<file path="src/rtl/rom_reader_pkg.sv">
`default_nettype none
// +----------------------------------------------------------------------+
// | rom_reader_pkg                                                       |
// | Shared ROM reader widths, access timing default and state encoding.  |
// | Revision: 1.0                                                        |
// +----------------------------------------------------------------------+
package rom_reader_pkg;

    localparam int c_ADDR_WIDTH    = 9;
    localparam int c_DATA_WIDTH    = 8;
    localparam int c_ACCESS_CYCLES = 4;

    typedef enum logic [2:0] {
        ST_IDLE    = 3'd0,
        ST_SETUP   = 3'd1,
        ST_ACCESS  = 3'd2,
        ST_HANDOFF = 3'd3,
        ST_DONE    = 3'd4
    } state_e;

    // Chip select is held through the whole read of a word.
    function automatic logic f_cs_active(input state_e s);
        return (s == ST_SETUP) || (s == ST_ACCESS) || (s == ST_HANDOFF);
    endfunction

endpackage
`default_nettype wire

</file>
<file path="src/rtl/rom_read_sequencer_access_timer.sv">
`default_nettype none
// +----------------------------------------------------------------------+
// | access_timer                                                         |
// | 8-bit load/count counter flagging the terminal access cycle.         |
// | Revision: 1.0                                                        |
// +----------------------------------------------------------------------+
module access_timer #(
    parameter int TERMINAL = 3
) (
    input  logic clk,
    input  logic rst,
    input  logic i_load,
    input  logic i_count,
    output logic o_terminal
);

    localparam logic [7:0] c_TC = 8'(TERMINAL);

    logic [7:0] r_count_q;
    logic [7:0] w_count_d;

    assign o_terminal = (r_count_q == c_TC);

    // Saturate at terminal so a stalled count never wraps.
    always_comb begin
        w_count_d = r_count_q;
        if (i_load) begin
            w_count_d = '0;
        end else if (i_count && !o_terminal) begin
            w_count_d = r_count_q + 8'd1;
        end
    end

    always_ff @(posedge clk) begin
        if (rst) begin
            r_count_q <= '0;
        end else begin
            r_count_q <= w_count_d;
        end
    end

endmodule
`default_nettype wire

</file>
<file path="src/rtl/rom_read_sequencer.sv">
`default_nettype none
// +----------------------------------------------------------------------+
// | rom_read_sequencer                                                   |
// | Walks the ROM address space and streams each word over valid/ready.  |
// | Revision: 1.0                                                        |
// +----------------------------------------------------------------------+
module rom_read_sequencer
    import rom_reader_pkg::*;
#(
    parameter int ADDR_WIDTH    = c_ADDR_WIDTH,
    parameter int DATA_WIDTH    = c_DATA_WIDTH,
    parameter int ACCESS_CYCLES = c_ACCESS_CYCLES
) (
    input  logic                  clk,
    input  logic                  reset,
    input  logic                  start,
    input  logic                  abort,
    input  logic [ADDR_WIDTH-1:0] last_address,
    output logic [ADDR_WIDTH-1:0] rom_address,
    output logic                  rom_cs_n,
    output logic                  rom_oe_n,
    input  logic [DATA_WIDTH-1:0] rom_data,
    output logic [DATA_WIDTH-1:0] data_out,
    output logic                  data_valid,
    input  logic                  data_ready,
    output logic [ADDR_WIDTH-1:0] current_address,
    output logic                  busy,
    output logic                  done
);

    localparam logic [ADDR_WIDTH-1:0] c_ADDR_ONE = {{(ADDR_WIDTH-1){1'b0}}, 1'b1};

    state_e                r_state_q,   w_state_d;
    logic [ADDR_WIDTH-1:0] r_addr_q,    w_addr_d;
    logic [ADDR_WIDTH-1:0] r_last_q,    w_last_d;
    logic [DATA_WIDTH-1:0] r_data_q,    w_data_d;
    logic                  r_cs_n_q,    w_cs_n_d;
    logic                  r_oe_n_q,    w_oe_n_d;
    logic                  r_valid_q,   w_valid_d;
    logic                  r_busy_q,    w_busy_d;
    logic                  r_done_q,    w_done_d;
    logic                  w_timer_terminal;

    access_timer #(
        .TERMINAL (ACCESS_CYCLES - 1)
    ) u_access_timer (
        .clk        (clk),
        .rst        (reset),
        .i_load     (r_state_q == ST_SETUP),
        .i_count    (r_state_q == ST_ACCESS),
        .o_terminal (w_timer_terminal)
    );

    always_comb begin
        w_state_d = r_state_q;
        w_addr_d  = r_addr_q;
        w_last_d  = r_last_q;
        w_data_d  = r_data_q;

        case (r_state_q)
            ST_IDLE: begin
                if (start && !abort) begin
                    w_state_d = ST_SETUP;
                    w_addr_d  = '0;
                    w_last_d  = last_address;
                end
            end
            ST_SETUP: w_state_d = ST_ACCESS;
            ST_ACCESS: begin
                if (w_timer_terminal) begin
                    w_data_d  = rom_data;
                    w_state_d = ST_HANDOFF;
                end
            end
            ST_HANDOFF: begin
                // Compare before incrementing so the top address never wraps.
                if (data_ready) begin
                    if (r_addr_q == r_last_q) begin
                        w_state_d = ST_DONE;
                    end else begin
                        w_state_d = ST_SETUP;
                        w_addr_d  = r_addr_q + c_ADDR_ONE;
                    end
                end
            end
            ST_DONE:  w_state_d = ST_IDLE;
            default:  w_state_d = ST_IDLE;
        endcase

        if (abort && (r_state_q != ST_IDLE)) begin
            w_state_d = ST_IDLE;
            w_addr_d  = '0;
            w_data_d  = r_data_q;
        end

        // Outputs are decoded from the next state so every pin comes off a flop.
        w_cs_n_d  = !f_cs_active(w_state_d);
        w_oe_n_d  = (w_state_d != ST_ACCESS);
        w_valid_d = (w_state_d == ST_HANDOFF);
        w_busy_d  = (w_state_d != ST_IDLE);
        w_done_d  = (w_state_d == ST_DONE);
    end

    always_ff @(posedge clk) begin
        if (reset) begin
            r_state_q <= ST_IDLE;
            r_addr_q  <= '0;
            r_last_q  <= '0;
            r_data_q  <= '0;
            r_cs_n_q  <= 1'b1;
            r_oe_n_q  <= 1'b1;
            r_valid_q <= 1'b0;
            r_busy_q  <= 1'b0;
            r_done_q  <= 1'b0;
        end else begin
            r_state_q <= w_state_d;
            r_addr_q  <= w_addr_d;
            r_last_q  <= w_last_d;
            r_data_q  <= w_data_d;
            r_cs_n_q  <= w_cs_n_d;
            r_oe_n_q  <= w_oe_n_d;
            r_valid_q <= w_valid_d;
            r_busy_q  <= w_busy_d;
            r_done_q  <= w_done_d;
        end
    end

    assign rom_address     = r_addr_q;
    assign current_address = r_addr_q;
    assign rom_cs_n        = r_cs_n_q;
    assign rom_oe_n        = r_oe_n_q;
    assign data_out        = r_data_q;
    assign data_valid      = r_valid_q;
    assign busy            = r_busy_q;
    assign done            = r_done_q;

endmodule
`default_nettype wire

</file>
<file path="config.mk">
export PLATFORM = sky130hd
export DESIGN_NAME = rom_read_sequencer
export DESIGN_NICKNAME = d
export VERILOG_FILES = /design/src/rtl/rom_reader_pkg.sv /design/src/rtl/rom_read_sequencer_access_timer.sv /design/src/rtl/rom_read_sequencer.sv
export SDC_FILE = /design/constraint.sdc
export NUM_CORES = 1
export LEC_CHECK = 0
export ABC_AREA = 1
export ABC_CLOCK_PERIOD_IN_PS = 4320
export CAP_MARGIN = 20
export CORE_ASPECT_RATIO = 1.5
export CORE_MARGIN = 1
export CORE_UTILIZATION = 52
export CTS_CLUSTER_DIAMETER = 50
export DETAILED_ROUTE_END_ITERATION = 6
export PLACE_DENSITY = 0.89
export SETUP_SLACK_MARGIN = 0.4
export SLEW_MARGIN = 25
export SYNTH_ARGS = -nofsm -noshare
export SYNTH_HDL_FRONTEND = slang
export SYNTH_SLANG_ARGS = --single-unit
</file>
<file path="constraint.sdc">
create_clock -name clk -period 4.32 [get_ports clk]
set_input_delay 0.864 -clock clk [delete_from_list [all_inputs] [get_ports clk]]
set_output_delay 0.864 -clock clk [all_outputs]
set_load 0.02 [all_outputs]
</file>
==> results of run 1 <==
worst paths after layout:
| path | slack (ps) | from | endpoint | depth (start not counted) |
|---|---|---|---|---|
| worst max-delay path | 1970 | current_address[3]$_SDFFE_PP0P_ | rom_address[3] | 1 |
| worst max register to register | 2550 | u_access_timer.r_count_q[0]$_SDFFE_PP0P_ | data_out[7]$_SDFFE_PP0P_ | 8 |
| worst min-delay path | 480 | r_last_q[5]$_SDFFE_PP0P_ | r_last_q[5]$_SDFFE_PP0P_ | 2 |
| worst min register to register | 480 | r_last_q[5]$_SDFFE_PP0P_ | r_last_q[5]$_SDFFE_PP0P_ | 2 |
flip-flops by register name (all words and copies together), names as in the netlist:
| register | cells |
|---|---|
| current_address | 9 |
| r_last_q | 9 |
| data_out | 8 |
| u_access_timer.r_count_q | 8 |
| r_state_q | 3 |
| busy | 1 |
| data_valid | 1 |
| done | 1 |
| rom_cs_n | 1 |
| rom_oe_n | 1 |
cells in the mapped netlist (3+ instances only):
cell and count:
dfxtp_1 42, nand2_1 48, buf_4 9, o21bai_1 3
nand3_1 18, xnor2_1 5, xor2_1 4, nand4_1 3
nor3_1 7, a21oi_1 21, inv_1 29, inv_2 6
nor3_4 3, o21ai_0 20, nor2_1 41, nand2_2 4
cell families (layout without fill, tap and decap cells):
family / Yosys count / after routing / synth area share, %
and+or+nand+nor: 132 / 132 / 30.76
AOI/OAI and AO/OA: 46 / 46 / 11.73
adders and majority gates: 2 / 2 / 1.228
DFF: 42 / 42 / 41.25
xor gates and xnor gates: 9 / 9 / 3.867
buffers and inverters: 49 / 95 / 11.17
through the flow:
stage / instance area, um^2 / power (uW) / util (%)
2_1_floorplan: 2038 / 459.4 / -
3_3_place_gp: 2516 / 492.3 / 67.71
3_5_place_dp: 2516 / 494.5 / 67.71
4_1_cts: 2625 / 795.7 / 70.64
5_1_grt: 2625 / 821.1 / 70.64
6_report: 2625 / 789.3 / 70.64
metal layers:
layer	vias to the layer above	track usage, %
met2	51	41.77
met4	0	10.79
met5	-	0
met3	11	6.589
li1	975	-
met1	858	24.40
power by group through the flow:
stage / Sequential [uW] / Combinational [uW] / Clock (uW)
after CTS: 404 / 82.1 / 310
after global placement: 413 / 79.8 / 0
after global routing: 405 / 90.2 / 326
final: 404 / 81.9 / 303
after floorplan: 415 / 44.1 / 0
after detailed placement: 413 / 81.4 / 0
final cells by class:
type	instances	share of cell area (%)
clock buffers	5	2.622
clock inverters	3	1.525
inverters	35	5.005
multi-input cells	189	36.94
flip-flops and latches	42	32.03
well taps	43	2.050
repair buffers	52	19.83
==> impl_metrics.yaml, run 1 <==
status:
  status: "finished clean"
timing:
  worst_pin_slew_ps: 506.0
  whs_ps: 475.9
  setup_viol: 0
  finalCriticalPeriod_ps: 2353
  slew_viol_final: 0
  hold_violations: 0
  timing.slew.headroom_pct: 66.23
  fmax_ghz: 0.4251
  fin_tns_setup_ps: 0
  finalWorstSetupSlack_ps: 1967
  rsz0062_at_grt: "false"
  finalClockSkew_ps: 3.020
  period_share_pct: 54.46
synth:
  syn_nets: 304
  synth_edf_count: 0
  yosys.area.top_type: "dfxtp_1"
  yosys.area.top_type_share_pct: 41.25
  ys_ff_latch: 42
  synth_area_um2: 2038
  synth-seq-area-share_pct: 41.25
  synth_cells: 280
  synth_top_cells_by_area: "dfxtp_1 41%, nand2_1 8.8%, nor2_1 7.6%, inv_1 5.3%, a21oi_1 5.2%"
  ys_types: 27
  post_synth.cell_area_avg_um2: 7.279
  yosys_warnings: 0
  ys.flop_type: "dfxtp_1"
  synthArstFlopShare_pct: 0
power:
  leakagePower_uw: 0.001038
  swShare_pct: 23.25
  peakVddDrop_mv: 0.3731
  p_clk_share_pct: 38.4
  power_frac_seq_pct: 51.2
  intPower_uw: 605.7
  pwr-share-comb_pct: 10.4
  pwr_density_cell_nw_per_um2: 300.7
  p_sw_uw: 183.5
final_layout:
  final_cell_mix: "52 x clkdlybuf4s50_1, 48 x nand2_1, 42 x dfxtp_1, 41 x nor2_1, 29 x inv_1"
  antenna_cells: 0
  nets: 349
  final_cells: 369
  syn2layout_area_growth_pct: 28.79
  regArea_um2: 840.8
  mostFrequentLayoutCell: "clkdlybuf4s50_1"
  multi_input_area_um2: 969.7
  fill_cells: 290
  drive_above_1_share_pct: 7.975
global_routing:
  grt_pass1_vias: 1748
  grtUsageTotal_pct: 23.53
  grt_max_degree: 23
  grt-ovfl-total: 0
  grt_antenna_before_repair: 0
  grt_pass1_wl_mm: 7.210
floorplan:
  core_um2: 3716
  chipWidth_um: 53.12
  rows: 27
  boundaryPins: 53
  initial_core_util_pct: 54.85
  die_h_um: 78.68
  dieArea_um2: 4179
cts:
  clock_latency_ps: 300
  clkTransAtPathRegs_ps: 80
  cts_max_level: 2
  cts_tree: "yes"
  cts_hold_buf: 0
  root_buffer: "clkbuf_8"
  cts_buffers: 5
  postCtsSetupRepairBufs: 0
  cts.repair.resized: 0
  clock_path_buffers: 2
  clkSinkCount: 42
worst_setup_path:
  critical_path_arrival_ps: 1490
  cp-start-kind: "flop"
  end_kind: "primary output"
  slowest_stage: "clkdlybuf4s50_1"
  critPathTopFamily: "buffers and inverters"
  cp_num_buf_inv: 1
  crit_path_max_fanout: 8
  critical_path_required_ps: 3460
  crit_type: "reg2out"
  cp_slowest_stage_delay_ps: 670
  path_cells: "clkdlybuf4s50_1"
placement:
  dp.cells: 361
  io_buffers: 52
  place_ws_ps: 1795
  place.gp.congestion: 0.8364
  place_hpwl_mm: 3.320
routing:
  dr_total_vias: 1895
  route.layer.met1.wl_mm: 1.733
  route.met2.wl_mm: 2.326
  ant_nets: 0
  via_per_inst: 5.136
  maxUsedRoutingLayer: "met4"
  routedWlPerCell_um: 11.82
  route.final.wire_length_mm: 4.363
  drc: 0
  dr.pass1.iters: 4
  wl_met3_um: 187
  drtIter0Drc: 44
worst_hold_path:
  min_path_type: "reg2reg"
run:
  max_cap_violations: 0
(Power assumes the default switching activity.)
==> inputs of run 2 (changes only) <==
- ABC_CLOCK_PERIOD_IN_PS: 4320 -> 1900
- CORE_UTILIZATION: 52 -> 44
- PLACE_DENSITY: 0.89 -> 0.8
- clock period: 4.32 -> 1.9 ns (I/O delays scaled with it)
==> run 2 against run 1 <==
The flow now finishes with violations (design-rule violations). Non-clock buffer count is 17 higher. Design area increased by 9.0%. Sequential power grew 130%. Flip-flop and latch count stayed put. Critical path type is now reg2reg. Highest routed layer unchanged.
==> impl_metrics.yaml, run 2 (synthesized netlist as in run 1, its figures left out) <==
final_layout:
  postLayoutCoreUtil_pct: 64.03
  nets: 366
  final_cell_mix: "45 x nand2_1, 32 x nor2_1, 32 x dfxtp_1, 26 x inv_1, 26 x dlygate4sd2_1"
  drive_above_1_share_pct: 23.03
  mostFrequentLayoutCell: "nand2_1"
  fill_cells: 383
  antenna_cells: 0
  syn2layout_area_growth_pct: 40.33
  final_cells: 391
worst_setup_path:
  cp-start-kind: "flop"
  crit_type: "reg2reg"
  cp_slowest_stage_delay_ps: 380
  slowest_stage: "dfxtp_4"
  critical_path_arrival_ps: 1720
  r2r_end: "current_address[8]$_SDFFE_PP0P_"
  path_cells: "ha_1 -> nand2_1 -> inv_2 -> nand4_1 -> o21bai_1 -> nand2_1 -> nor2_1 -> nand3_1 -> a21oi_1"
  rr_startpoint: "current_address[0]$_SDFFE_PP0P_"
  critical_path_required_ps: 2130
  crit_top_cell: "nand2_1"
  reg2reg_depth: 9
  crit_path_max_fanout: 6
  end_kind: "flop"
  ff2ff_setup_slack_ps: 400
timing:
  setup_viol: 0
  finalWorstSetupSlack_ps: 402.4
  timing.slew.headroom_pct: 77.79
  period_share_pct: 78.82
  hold_violations: 0
  finalCriticalPeriod_ps: 1498
  worst_pin_slew_ps: 332.4
  fmax_ghz: 0.6678
  rsz0062_at_grt: "true"
  fin_tns_setup_ps: 0
  finalClockSkew_ps: 7.531
  slew_viol_final: 0
routing:
  route.final.wire_length_mm: 4.708
  dr_total_vias: 1967
  drtIter0Drc: 56
  via_per_inst: 5.031
  dr.pass1.iters: 6
  drc: 3
  ant_nets: 0
  routedWlPerCell_um: 12.04
global_routing:
  grt_pass1_wl_mm: 7.527
  grtUsageTotal_pct: 19.57
  grt_antenna_before_repair: 0
  grt-ovfl-total: 0
  grt_max_degree: 18
  grt_pass1_vias: 1833
floorplan:
  dieArea_um2: 4914
  rows: 30
  boundaryPins: 53
  initial_core_util_pct: 45.63
  core_um2: 4467
  chipWidth_um: 57.57
  die_h_um: 85.36
cts:
  cts_tree: "yes"
  clock_path_buffers: 2
  cts_buffers: 5
  root_buffer: "clkbuf_8"
  cts_hold_buf: 0
  clkSinkCount: 42
  clock_latency_ps: 300
  cts_max_level: 2
  clkTransAtPathRegs_ps: 80
placement:
  io_buffers: 52
  place_hpwl_mm: 3.277
  place_ws_ps: 135.3
  dp.cells: 370
  place.gp.congestion: 0.9026
status:
  violations: "design-rule violations"
  status: "complete, but fails checks"
run:
  max_cap_violations: 0
worst_hold_path:
  holdPathStages: 2
  min_to: "r_last_q[0]$_SDFFE_PP0P_"
  min_path_type: "reg2reg"
  min_from: "r_last_q[0]$_SDFFE_PP0P_"
power:
  p_clk_share_pct: 33.6
  peakVddDrop_mv: 0.5041
  finalPower_uw: 1685
  power_frac_seq_pct: 54.3
  p_sw_uw: 431.1
  pwr_density_cell_nw_per_um2: 589.3
  pwr-share-comb_pct: 12.2
  leakagePower_uw: 0.001274
  swShare_pct: 25.58
  intPower_uw: 1254
[run 2: power groups by stage]
stage / Sequential, uW / Clock, uW / Combinational [uW]
after global routing: 917 / 614 / 227
after global placement: 938 / 0 / 190
after floorplan: 944 / 0 / 100
after detailed placement: 939 / 0 / 193
after CTS: 915 / 577 / 194
final: 915 / 565 / 205
[run 2: timing repair]
action | 4_1_cts | 5_1_grt
endpoints found under the setup margin | 50 | 36
pin swaps | 6 | 12
gates resized for setup | 50 | 40
setup buffers | 8 | 5
[run 2: layer usage]
layer	GRT usage (%)	vias to the layer above	part of all wire (%)
met2	34.67	63	53
met3	3.963	10	4.1
met4	10.20	0	2.9
li1	-	1011	-
met5	0	-	0
met1	21.44	883	40
[run 2: cell type report]
class / count / area (um^2) / share of cell area (%)
multi-input cells: 189 / 1080 / 37.75
flip-flops and latches: 42 / 860.8 / 30.10
repair buffers: 69 / 631.9 / 22.09
inverters: 35 / 141.4 / 4.943
clock buffers: 6 / 72.57 / 2.537
well taps: 48 / 60.06 / 2.100
clock inverters: 2 / 13.76 / 0.4812
[run 2: worst max-delay path: cells and delay by family, from the launching register on]
kind | cells | cell delay [ps]
AO/OA/AOI/OAI | 2 | 320
adder cells (fa/ha/maj) | 1 | 170
buffers and inverters | 1 | 70
flip-flops | 1 | 380
AND/OR/NAND/NOR | 5 | 490
[run 2: how the worst max path moves through the flow]
stage	slack (ps)	startpoint	cells after the start	to
2_1_floorplan	420	current_address[6]$_SDFFE_PP0P_	10	current_address[4]$_SDFFE_PP0P_
3_3_place_gp	180	abort	7	current_address[0]$_SDFFE_PP0P_
3_5_place_dp	140	abort	6	r_last_q[5]$_SDFFE_PP0P_
4_1_cts	170	current_address[6]$_SDFFE_PP0P_	1	current_address[6]
5_1_grt	270	current_address[1]$_SDFFE_PP0P_	8	current_address[7]$_SDFFE_PP0P_
6_report	400	current_address[0]$_SDFFE_PP0P_	9	current_address[8]$_SDFFE_PP0P_
[run 2: metrics by stage]
stage / cell area (um^2) / hold slack [ps]
6_report: 2860 / 477.8
5_1_grt: 2860 / 493.3
4_1_cts: 2714 / 479.3
3_5_place_dp: 2555 / 466.0
3_3_place_gp: 2555 / 451.7
2_1_floorplan: 2041 / 443.7
